[src/rtl/cpu_host_ctrl_if.sv]
// Host-controller bundle: job control, source byte stream, cpu load/run port
// and readback byte stream. master = controller side.
interface cpu_host_ctrl_if;
  logic        start;
  logic        src_valid;
  logic [7:0]  src_data;
  logic        src_ready;
  logic [1:0]  status;
  logic [7:0]  data_in;
  logic [15:0] data_addr_in;
  logic        end_process;
  logic [7:0]  data_out;
  logic        rd_valid;
  logic [7:0]  rd_data;
  logic [15:0] rd_addr;
  logic        rd_ready;
  logic        busy;
  logic        done;
  logic        timeout_err;

  modport master (
    input  start, src_valid, src_data, end_process, data_out, rd_ready,
    output src_ready, status, data_in, data_addr_in,
           rd_valid, rd_data, rd_addr, busy, done, timeout_err
  );

  modport slave (
    output start, src_valid, src_data, end_process, data_out, rd_ready,
    input  src_ready, status, data_in, data_addr_in,
           rd_valid, rd_data, rd_addr, busy, done, timeout_err
  );
endinterface

[src/rtl/cpu_host_ctrl.sv]
// Host sequencer for the cpu: loads IM then DM images from a byte source,
// runs the cpu with a timeout, then streams a data-memory window back out.
module cpu_host_ctrl #(
  parameter int IM_BYTES = 512,
  parameter int DM_BYTES = 256,
  parameter int RD_BASE  = 0,
  parameter int RD_BYTES = 256,
  parameter int TIMEOUT  = 1000000
) (
  input logic             clk,
  input logic             rst_n,
  cpu_host_ctrl_if.master bus
);
  localparam logic [1:0]  ST_HOLD  = 2'b00;
  localparam logic [1:0]  ST_IM    = 2'b01;
  localparam logic [1:0]  ST_DM    = 2'b10;
  localparam logic [1:0]  ST_RUN   = 2'b11;
  localparam logic [15:0] IM_LAST  = 16'(IM_BYTES - 1);
  localparam logic [15:0] DM_LAST  = 16'(DM_BYTES - 1);
  localparam logic [15:0] RD_FIRST = 16'(RD_BASE);
  localparam logic [31:0] RD_LAST  = 32'(RD_BYTES - 1);
  localparam logic [31:0] TO_LAST  = 32'(TIMEOUT - 1);

  typedef enum logic [3:0] {
    S_IDLE, S_LOAD_IM, S_LOAD_DM, S_RUN,
    S_RD_ADDR, S_RD_CAPT, S_RD_XFER, S_DONE, S_ERR
  } state_t;

  state_t      state;
  logic [15:0] addr;
  logic [31:0] cnt;   // RUN timer, then readback byte count

  always_ff @(posedge clk or negedge rst_n) begin
    if (!rst_n) begin
      state            <= S_IDLE;
      addr             <= '0;
      cnt              <= '0;
      bus.src_ready    <= 1'b0;
      bus.status       <= ST_HOLD;
      bus.data_in      <= '0;
      bus.data_addr_in <= '0;
      bus.rd_valid     <= 1'b0;
      bus.rd_data      <= '0;
      bus.rd_addr      <= '0;
      bus.busy         <= 1'b0;
      bus.done         <= 1'b0;
      bus.timeout_err  <= 1'b0;
    end else begin
      case (state)
        S_IDLE, S_DONE, S_ERR: begin
          if (bus.start) begin
            state           <= S_LOAD_IM;
            addr            <= '0;
            bus.src_ready   <= 1'b1;
            bus.busy        <= 1'b1;
            bus.done        <= 1'b0;
            bus.timeout_err <= 1'b0;
          end
        end
        S_LOAD_IM, S_LOAD_DM: begin
          // cpu writes on every 01/10 cycle, so only a fresh byte may carry one
          bus.status <= ST_HOLD;
          if (bus.src_valid && bus.src_ready) begin
            bus.status       <= (state == S_LOAD_IM) ? ST_IM : ST_DM;
            bus.data_in      <= bus.src_data;
            bus.data_addr_in <= addr;
            addr             <= addr + 16'd1;
            if (state == S_LOAD_IM && addr == IM_LAST) begin
              addr <= '0;
              if (DM_BYTES == 0) begin
                state         <= S_RUN;
                bus.src_ready <= 1'b0;
                cnt           <= '0;
              end else begin
                state <= S_LOAD_DM;
              end
            end else if (state == S_LOAD_DM && addr == DM_LAST) begin
              state         <= S_RUN;
              bus.src_ready <= 1'b0;
              cnt           <= '0;
            end
          end
        end
        S_RUN: begin
          // first RUN cycle still carries the final write; timer starts once cpu sees 11
          if (bus.status != ST_RUN) begin
            bus.status <= ST_RUN;
          end else if (bus.end_process) begin
            state            <= S_RD_ADDR;
            bus.status       <= ST_HOLD;
            addr             <= RD_FIRST;
            bus.data_addr_in <= RD_FIRST;
            cnt              <= '0;
          end else if (cnt == TO_LAST) begin
            state           <= S_ERR;
            bus.status      <= ST_HOLD;
            bus.busy        <= 1'b0;
            bus.timeout_err <= 1'b1;
          end else begin
            cnt <= cnt + 32'd1;
          end
        end
        S_RD_ADDR: state <= S_RD_CAPT;
        S_RD_CAPT: begin
          bus.rd_data  <= bus.data_out;
          bus.rd_addr  <= addr;
          bus.rd_valid <= 1'b1;
          state        <= S_RD_XFER;
        end
        S_RD_XFER: begin
          if (bus.rd_ready) begin
            bus.rd_valid <= 1'b0;
            if (cnt == RD_LAST) begin
              state    <= S_DONE;
              bus.busy <= 1'b0;
              bus.done <= 1'b1;
            end else begin
              cnt              <= cnt + 32'd1;
              addr             <= addr + 16'd1;
              bus.data_addr_in <= addr + 16'd1;
              state            <= S_RD_ADDR;
            end
          end
        end
        default: state <= S_IDLE;
      endcase
    end
  end
endmodule

[src/flat_wrapper.sv]
// flat-port wrapper written by rule: the top's interface ports become plain ports
module cpu_host_ctrl_flat 
#(
  parameter int IM_BYTES = 512,
  parameter int DM_BYTES = 256,
  parameter int RD_BASE  = 0,
  parameter int RD_BYTES = 256,
  parameter int TIMEOUT  = 1000000
)
  (clk, rst_n, bus_start, bus_src_valid, bus_src_data, bus_end_process, bus_data_out, bus_rd_ready, bus_src_ready, bus_status, bus_data_in, bus_data_addr_in, bus_rd_valid, bus_rd_data, bus_rd_addr, bus_busy, bus_done, bus_timeout_err);
  cpu_host_ctrl_if bus_i ();
  input logic clk;
  input logic rst_n;
  input wire logic [$bits(bus_i.start)-1:0] bus_start;
  input wire logic [$bits(bus_i.src_valid)-1:0] bus_src_valid;
  input wire logic [$bits(bus_i.src_data)-1:0] bus_src_data;
  input wire logic [$bits(bus_i.end_process)-1:0] bus_end_process;
  input wire logic [$bits(bus_i.data_out)-1:0] bus_data_out;
  input wire logic [$bits(bus_i.rd_ready)-1:0] bus_rd_ready;
  output wire logic [$bits(bus_i.src_ready)-1:0] bus_src_ready;
  output wire logic [$bits(bus_i.status)-1:0] bus_status;
  output wire logic [$bits(bus_i.data_in)-1:0] bus_data_in;
  output wire logic [$bits(bus_i.data_addr_in)-1:0] bus_data_addr_in;
  output wire logic [$bits(bus_i.rd_valid)-1:0] bus_rd_valid;
  output wire logic [$bits(bus_i.rd_data)-1:0] bus_rd_data;
  output wire logic [$bits(bus_i.rd_addr)-1:0] bus_rd_addr;
  output wire logic [$bits(bus_i.busy)-1:0] bus_busy;
  output wire logic [$bits(bus_i.done)-1:0] bus_done;
  output wire logic [$bits(bus_i.timeout_err)-1:0] bus_timeout_err;
  assign bus_i.start = bus_start;
  assign bus_i.src_valid = bus_src_valid;
  assign bus_i.src_data = bus_src_data;
  assign bus_i.end_process = bus_end_process;
  assign bus_i.data_out = bus_data_out;
  assign bus_i.rd_ready = bus_rd_ready;
  assign bus_src_ready = bus_i.src_ready;
  assign bus_status = bus_i.status;
  assign bus_data_in = bus_i.data_in;
  assign bus_data_addr_in = bus_i.data_addr_in;
  assign bus_rd_valid = bus_i.rd_valid;
  assign bus_rd_data = bus_i.rd_data;
  assign bus_rd_addr = bus_i.rd_addr;
  assign bus_busy = bus_i.busy;
  assign bus_done = bus_i.done;
  assign bus_timeout_err = bus_i.timeout_err;
  cpu_host_ctrl #(.IM_BYTES(IM_BYTES), .DM_BYTES(DM_BYTES), .RD_BASE(RD_BASE), .RD_BYTES(RD_BYTES), .TIMEOUT(TIMEOUT)) u_core (.clk(clk), .rst_n(rst_n), .bus(bus_i));
endmodule
[config.mk]
export PLATFORM = sky130hd
export DESIGN_NAME = cpu_host_ctrl_flat
export DESIGN_NICKNAME = d
export VERILOG_FILES = /design/src/rtl/cpu_host_ctrl_if.sv /design/src/rtl/cpu_host_ctrl.sv /design/src/flat_wrapper.sv
export SDC_FILE = /design/constraint.sdc
export NUM_CORES = 1
export LEC_CHECK = 0
export CORE_MARGIN = 5
export CORE_UTILIZATION = 30
export CTS_CLUSTER_SIZE = 10
export DETAILED_ROUTE_END_ITERATION = 7
export GPL_TIMING_DRIVEN = 0
export PLACE_DENSITY = 0.59
export SETUP_SLACK_MARGIN = 0.3
export SYNTH_ARGS = -nofsm -noshare
export SYNTH_HDL_FRONTEND = slang
export SYNTH_SLANG_ARGS = --single-unit
[constraint.sdc]
create_clock -name clk -period 3.1 [get_ports clk]
set_clock_uncertainty 0.1 [all_clocks]
set_input_delay 0.465 -clock clk [delete_from_list [all_inputs] [get_ports clk]]
set_output_delay 0.465 -clock clk [all_outputs]
set_load 0.005 [all_outputs]
### Word-level counts from Yosys, hierarchy flattened

Index checks and enable logic that the tools add are counted.

| word-level totals | value |
|---|---|
| bits of input ports | 22 |
| flip-flop bits (word level) | 107 |
| output and inout bits | 55 |

| operators by class | value |
|---|---|
| muxes and demuxes | 56 |
| add/sub/neg operators | 2 |
| equality and inequality tests | 28 |
| reductions and logical operators | 25 |

Operators with widths:

| cell | count |
|---|---|
| $mux W32 | 8 |
| $mux W16 | 8 |
| $pmux W32 S3 | 1 |
| $pmux W16 S4 | 1 |
| $pmux W16 S3 | 1 |
| $add A32 B1 Y32 const B | 1 |
| $eq A32 B20 Y1 const B | 1 |
| $eq A32 B8 Y1 const B | 1 |
| $mux W4 | 8 |
| $pmux W4 S6 | 1 |
| $add A16 B1 Y16 const B | 1 |
| $eq A16 B8 Y1 const B | 1 |
| $eq A16 B9 Y1 const B | 1 |
| $eq A4 B3 Y1 const B | 4 |
| $mux W1 | 16 |
| $ne A2 B2 Y1 const B | 8 |
| $reduce_and A7 Y1 | 2 |
| $mux W2 | 6 |
| $reduce_and A6 Y1 | 2 |
| $reduce_and A5 Y1 | 2 |
| $reduce_bool A2 Y1 | 5 |
| $eq A4 B2 Y1 const B | 2 |
| $ne A2 B1 Y1 const B | 4 |
| $pmux W1 S2 | 4 |
| 17 further kinds | 22 |

### Logic depth before layout (Yosys ltp)

| logic depth | value |
|---|---|
| depth in word-level cells | 6 |
| gate-level depth with buffers | 9 |
| depth with buffers taken out | 7 |

### Least setup slack after synthesis

No wires, ideal clock.

| timing | value |
|---|---|
| kind | reg2reg |
| start | reg u_core.addr[9] |
| end | reg u_core.state[0] |
| buffers on the path | 1 |
| data arrival time | 2.352 ns |
| data required time | 2.873 ns |
| slack | 0.521 ns |
| cell stages (with the launch flop) | 8 |
| library setup time | 0.127 ns |
| path through | dfrtp_1 buf_6 or4_4 nor4_4 a31oi_1 or4_4 nand2b_4 mux2_1 |

| between the ends | value |
|---|---|
| cells in the longest elaborated chain, start to end | 5 |
| elaborated cells between the ends (all ways) | 9 |
| classes of those cells | 3 x eq/ne; 3 x mux; 3 x reduce/logical |

RTL lines:

| what | RTL line | text |
|---|---|---|
| from (decl) | cpu_host_ctrl.sv:30 | `logic [15:0] addr;` |
| from (signal assigned) | cpu_host_ctrl.sv:67 | `addr <= addr + 16'd1;` |
| from (signal assigned) | cpu_host_ctrl.sv:119 | `addr <= addr + 16'd1;` |
| $eq A16 B9 Y1 | cpu_host_ctrl.sv:68 | `if (state == S_LOAD_IM && addr == IM_LAST) begin` |
| $logic_and A1 B1 Y1 | cpu_host_ctrl.sv:68 |  |
| $mux W4 | cpu_host_ctrl.sv:68 |  |
| $mux W4 | cpu_host_ctrl.sv:63 | `if (bus.src_valid && bus.src_ready) begin` |
| $pmux W4 S6 | cpu_host_ctrl.sv:49 | `case (state)` |
| to (signal assigned) | cpu_host_ctrl.sv:52 | `state <= S_LOAD_IM;` |
| to (signal assigned) | cpu_host_ctrl.sv:71 | `state <= S_RUN;` |
| to (signal assigned) | cpu_host_ctrl.sv:75 | `state <= S_LOAD_DM;` |
| to (decl) | cpu_host_ctrl.sv:29 | `state_t state;` |

Several ways; a longest one is shown, not always the timed one. The select of a mux whose other input is x is not followed.
A chain may end at the register's enable or synchronous reset.

### Final worst setup path

Same ends and word-level chain as after synthesis.

==> flow_summary.toml <==
[status]
outcome = "finished clean"

[global_route]
overflow = 0
grt_pass1_wl_um = 27100
grt_max_degree = 60
grt_pass1_vias = 4939
antenna_found_initial = 0
grt_util_all_layers = 0.152

[timing]
setup_violations = 0
rsz0062_at_grt = "yes"
fin_crit_ns = 2.75
slew_headroom = 0.566
timing.setup.tns_ns = 0
slew_violations = 0
fin_crit_sh = 0.886
fmax_ghz = 0.364
tightest_slew_ns = 0.651
whs_ns = 0.0195
finalHoldViolations = 0

[cells_and_area]
diodes = 0
layout.nets = 736
drive_gt1_frac = 0.174
area_growth_pct = 28.1
layout.cells.non_filler = 977

[clocking]
cts_max_path_buffers = 2
numCtsBuffers = 9
clkLatencyLatePin_ns = 0.36
clock_sinks = 107
htreeDepth = 3
cts_tree = "yes"
clockRootBuffer = "clkbuf_16"
path_clk_slew_ns = 0.07

[die]
num_rows = 50
die_w_um = 149
io_pins = 77
die_h_um = 149
initial_core_util = 0.308
core-area_mm2 = 0.0188
die-area_mm2 = 0.0222

[worst_hold_path]
hold_path_class = "in -> async"

[yosys]
ys.flop_type = "dfrtp_1"
synth-async-reset-ratio = 1.00
syn-cell-area_mm2 = 0.00579
yosys_warnings = 0
synth_edf_count = 0
synth_nets = 635
postSynthCellCount = 611
synth-seq-cells = 107
synth.distinct_cells = 63
syn_avg_cell_area_um2 = 9.48
seq_area_frac_synth = 0.462

[detailed_routing]
num_vias = 5241
first_pass_iters = 5
drt_iter0_drc = 434
wirelength_um = 16800
viasPerCell = 5.36
ant_nets = 0
remaining_drc_errors = 0
wl_per_cell_um = 17.2

[power_and_ir_drop]
leakage_nw = 2.97
vdd_drop_max_mv = 0.373
switchingPower_w = 0.00244
p_clk_frac = 0.195
p_comb_frac = 0.501
power_density_mw_per_mm2 = 845
p_seq_frac = 0.304
switching_share = 0.389
internal_power_w = 0.00383

[place]
routabilityCongestion = 0.874
hpwl_um = 11700
io_buffers = 76
placedCellCount = 948

[setup_path]
crit_path_end_kind = "flop"
cp-start-kind = "flop"
worstPathMaxFanout = 5
critPathKind = "reg -> reg"
critical_path_arrival_ns = 2.89
worstPathRequired_ns = 3.25

[job]
maxCapViolCount = 0
-- worst max-delay path: stages, from the launching register on --
cell and delay [ns]:
dfrtp_1 0.38, buf_6 0.13, or4_4 0.54, nor4_4 0.36
a31oi_1 0.15, or4_4 0.45, nand2b_4 0.18, mux2_1 0.33
-- layer usage --
layer / vias up / GRT usage / part of all wire
met1: 2547 / 0.218 / 0.47
met5: - / 0 / 0
li1: 2493 / - / -
met2: 175 / 0.221 / 0.44
met3: 26 / 0.0334 / 0.065
met4: 0 / 0.0645 / 0.023
-- cells in the mapped netlist (3+ instances only) --
cell type  count  area share
dfrtp_1      107        0.46
o21a_1        13       0.017
and2_1         3      0.0032
inv_1          9      0.0058
mux2_2        32       0.062
or3_1          7      0.0076
o21ai_0       72       0.062
nand2b_1       5      0.0054
a41oi_1        4      0.0060
clkbuf_1      29       0.019
nand2_1       41       0.027
nor3_1         5      0.0043
o41ai_1        3      0.0045
and4_1         4      0.0060
o311ai_0       9       0.014
and3_1         7      0.0076
a31oi_1       34       0.037
clkbuf_8       7       0.017
o31ai_1       18       0.023
nor4_1         9      0.0097
nand3_1       24       0.021
buf_6          3      0.0058
or2_2          3      0.0032
nor2_1        62       0.040
nand4_1       16       0.017
buf_4          3      0.0039
a21oi_1       28       0.024
o211ai_1       4      0.0052
nor2b_1        7      0.0076
-- sequential cells by signal (all words and copies together), names as in the netlist --
signal and count:
u_core.bus.status 2, u_core.bus.rd_data 8, u_core.bus.rd_valid 1, u_core.bus.rd_addr 16, u_core.addr 16, u_core.state 4
u_core.bus.done 1, u_core.cnt 32, u_core.bus.data_addr_in 16, u_core.bus.timeout_err 1, u_core.bus.busy 1, u_core.bus.src_ready 1
u_core.bus.data_in 8
-- final cells by class --
type	instances	area, µm²
fill	1882	11400
multi-input combinational	451	2900
sequential	107	2680
timing repair buffer	90	883
tap	260	325
buffer	44	288
clock buffer	9	225
clock inverter	7	85.1
inverter	9	33.8
-- final timing paths --
kind	startpoint	end	slack, ns	cells past startpoint
max	u_core.addr[9]	u_core.state[0]	0.35	7
min reg2reg	u_core.bus.data_addr_in[5]	u_core.bus.data_addr_in[5]	0.39	1
max reg2reg	u_core.addr[9]	u_core.state[0]	0.35	7
min in group clk	u_core.bus.data_addr_in[5]	u_core.bus.data_addr_in[5]	0.39	1
min	rst_n	u_core.cnt[17]	0.02	1
max in group asynchronous	rst_n	u_core.state[1]	2.16	2
-- what timing repair did --
item | CTS | global route
gates cloned | 0 | 0
buffers inserted | 0 | 13
hold buffers | 0 | 0
resized for setup | 11 | 29
endpoints found under the setup margin | 36 | 59
pin swaps | 0 | 4
-- cells in the final DEF, fill, tap and decap left out, types with 3 or more instances in the layout --
cell type | synthesis | layout
dfrtp_1 | 107 | 105
buf_2 | 1 | 3
nor4_1 | 9 | 5
clkdlybuf4s50_1 | 0 | 75
nand2_1 | 41 | 40
nor4_4 | 1 | 3
a31oi_1 | 34 | 34
clkbuf_8 | 7 | 7
buf_4 | 3 | 16
clkbuf_16 | 0 | 9
or2_2 | 3 | 3
buf_6 | 3 | 4
a41oi_1 | 4 | 4
a21oi_1 | 28 | 28
nand3_1 | 24 | 22
o211ai_1 | 4 | 4
inv_1 | 9 | 9
mux2_2 | 32 | 32
o311ai_0 | 9 | 9
o21ai_1 | 2 | 3
nand2b_1 | 5 | 5
o31ai_1 | 18 | 18
clkbuf_2 | 0 | 9
nor2b_1 | 7 | 6
o21a_1 | 13 | 13
and3_1 | 7 | 7
and2_1 | 3 | 3
nor4_2 | 1 | 3
and4_1 | 4 | 4
nor2_1 | 62 | 62
nand4_1 | 16 | 16
o41ai_1 | 3 | 3
o21ai_0 | 72 | 70
clkbuf_1 | 29 | 18
or3_1 | 7 | 7
nor3_1 | 5 | 3
-- power by group through the flow --
stage	Combinational [W]	Clock, W	Sequential [W]
2_1_floorplan	0.00176	0	0.00192
3_3_place_gp	0.00299	0	0.00193
3_5_place_dp	0.00300	0	0.00194
4_1_cts	0.00304	0.00125	0.00191
5_1_grt	0.00341	0.00131	0.00196
6_report	0.00314	0.00122	0.00191
-- logic make-up after synthesis --
kind of cell	count (synthesis)	synth area share
adders and majority gates	2	0.00432
AOI/OAI and AO/OA	199	0.213
buffers and inverters	53	0.0525
and+or+nand+nor	215	0.199
DFF	107	0.462
muxes	35	0.0687
-- through the flow --
step                      total power [W]  cell area, µm²  setup WS (ns)  utilization
after floorplan                   0.00368            5790          0.521            -
after global placement            0.00491            6880          -2.86        0.365
after detailed placement          0.00494            6900         -0.192        0.367
after CTS                         0.00620            7250          0.310        0.385
after global routing              0.00668            7420          0.271        0.394
final                             0.00627            7420          0.353        0.394
Power figures use the tool's default switching activity.
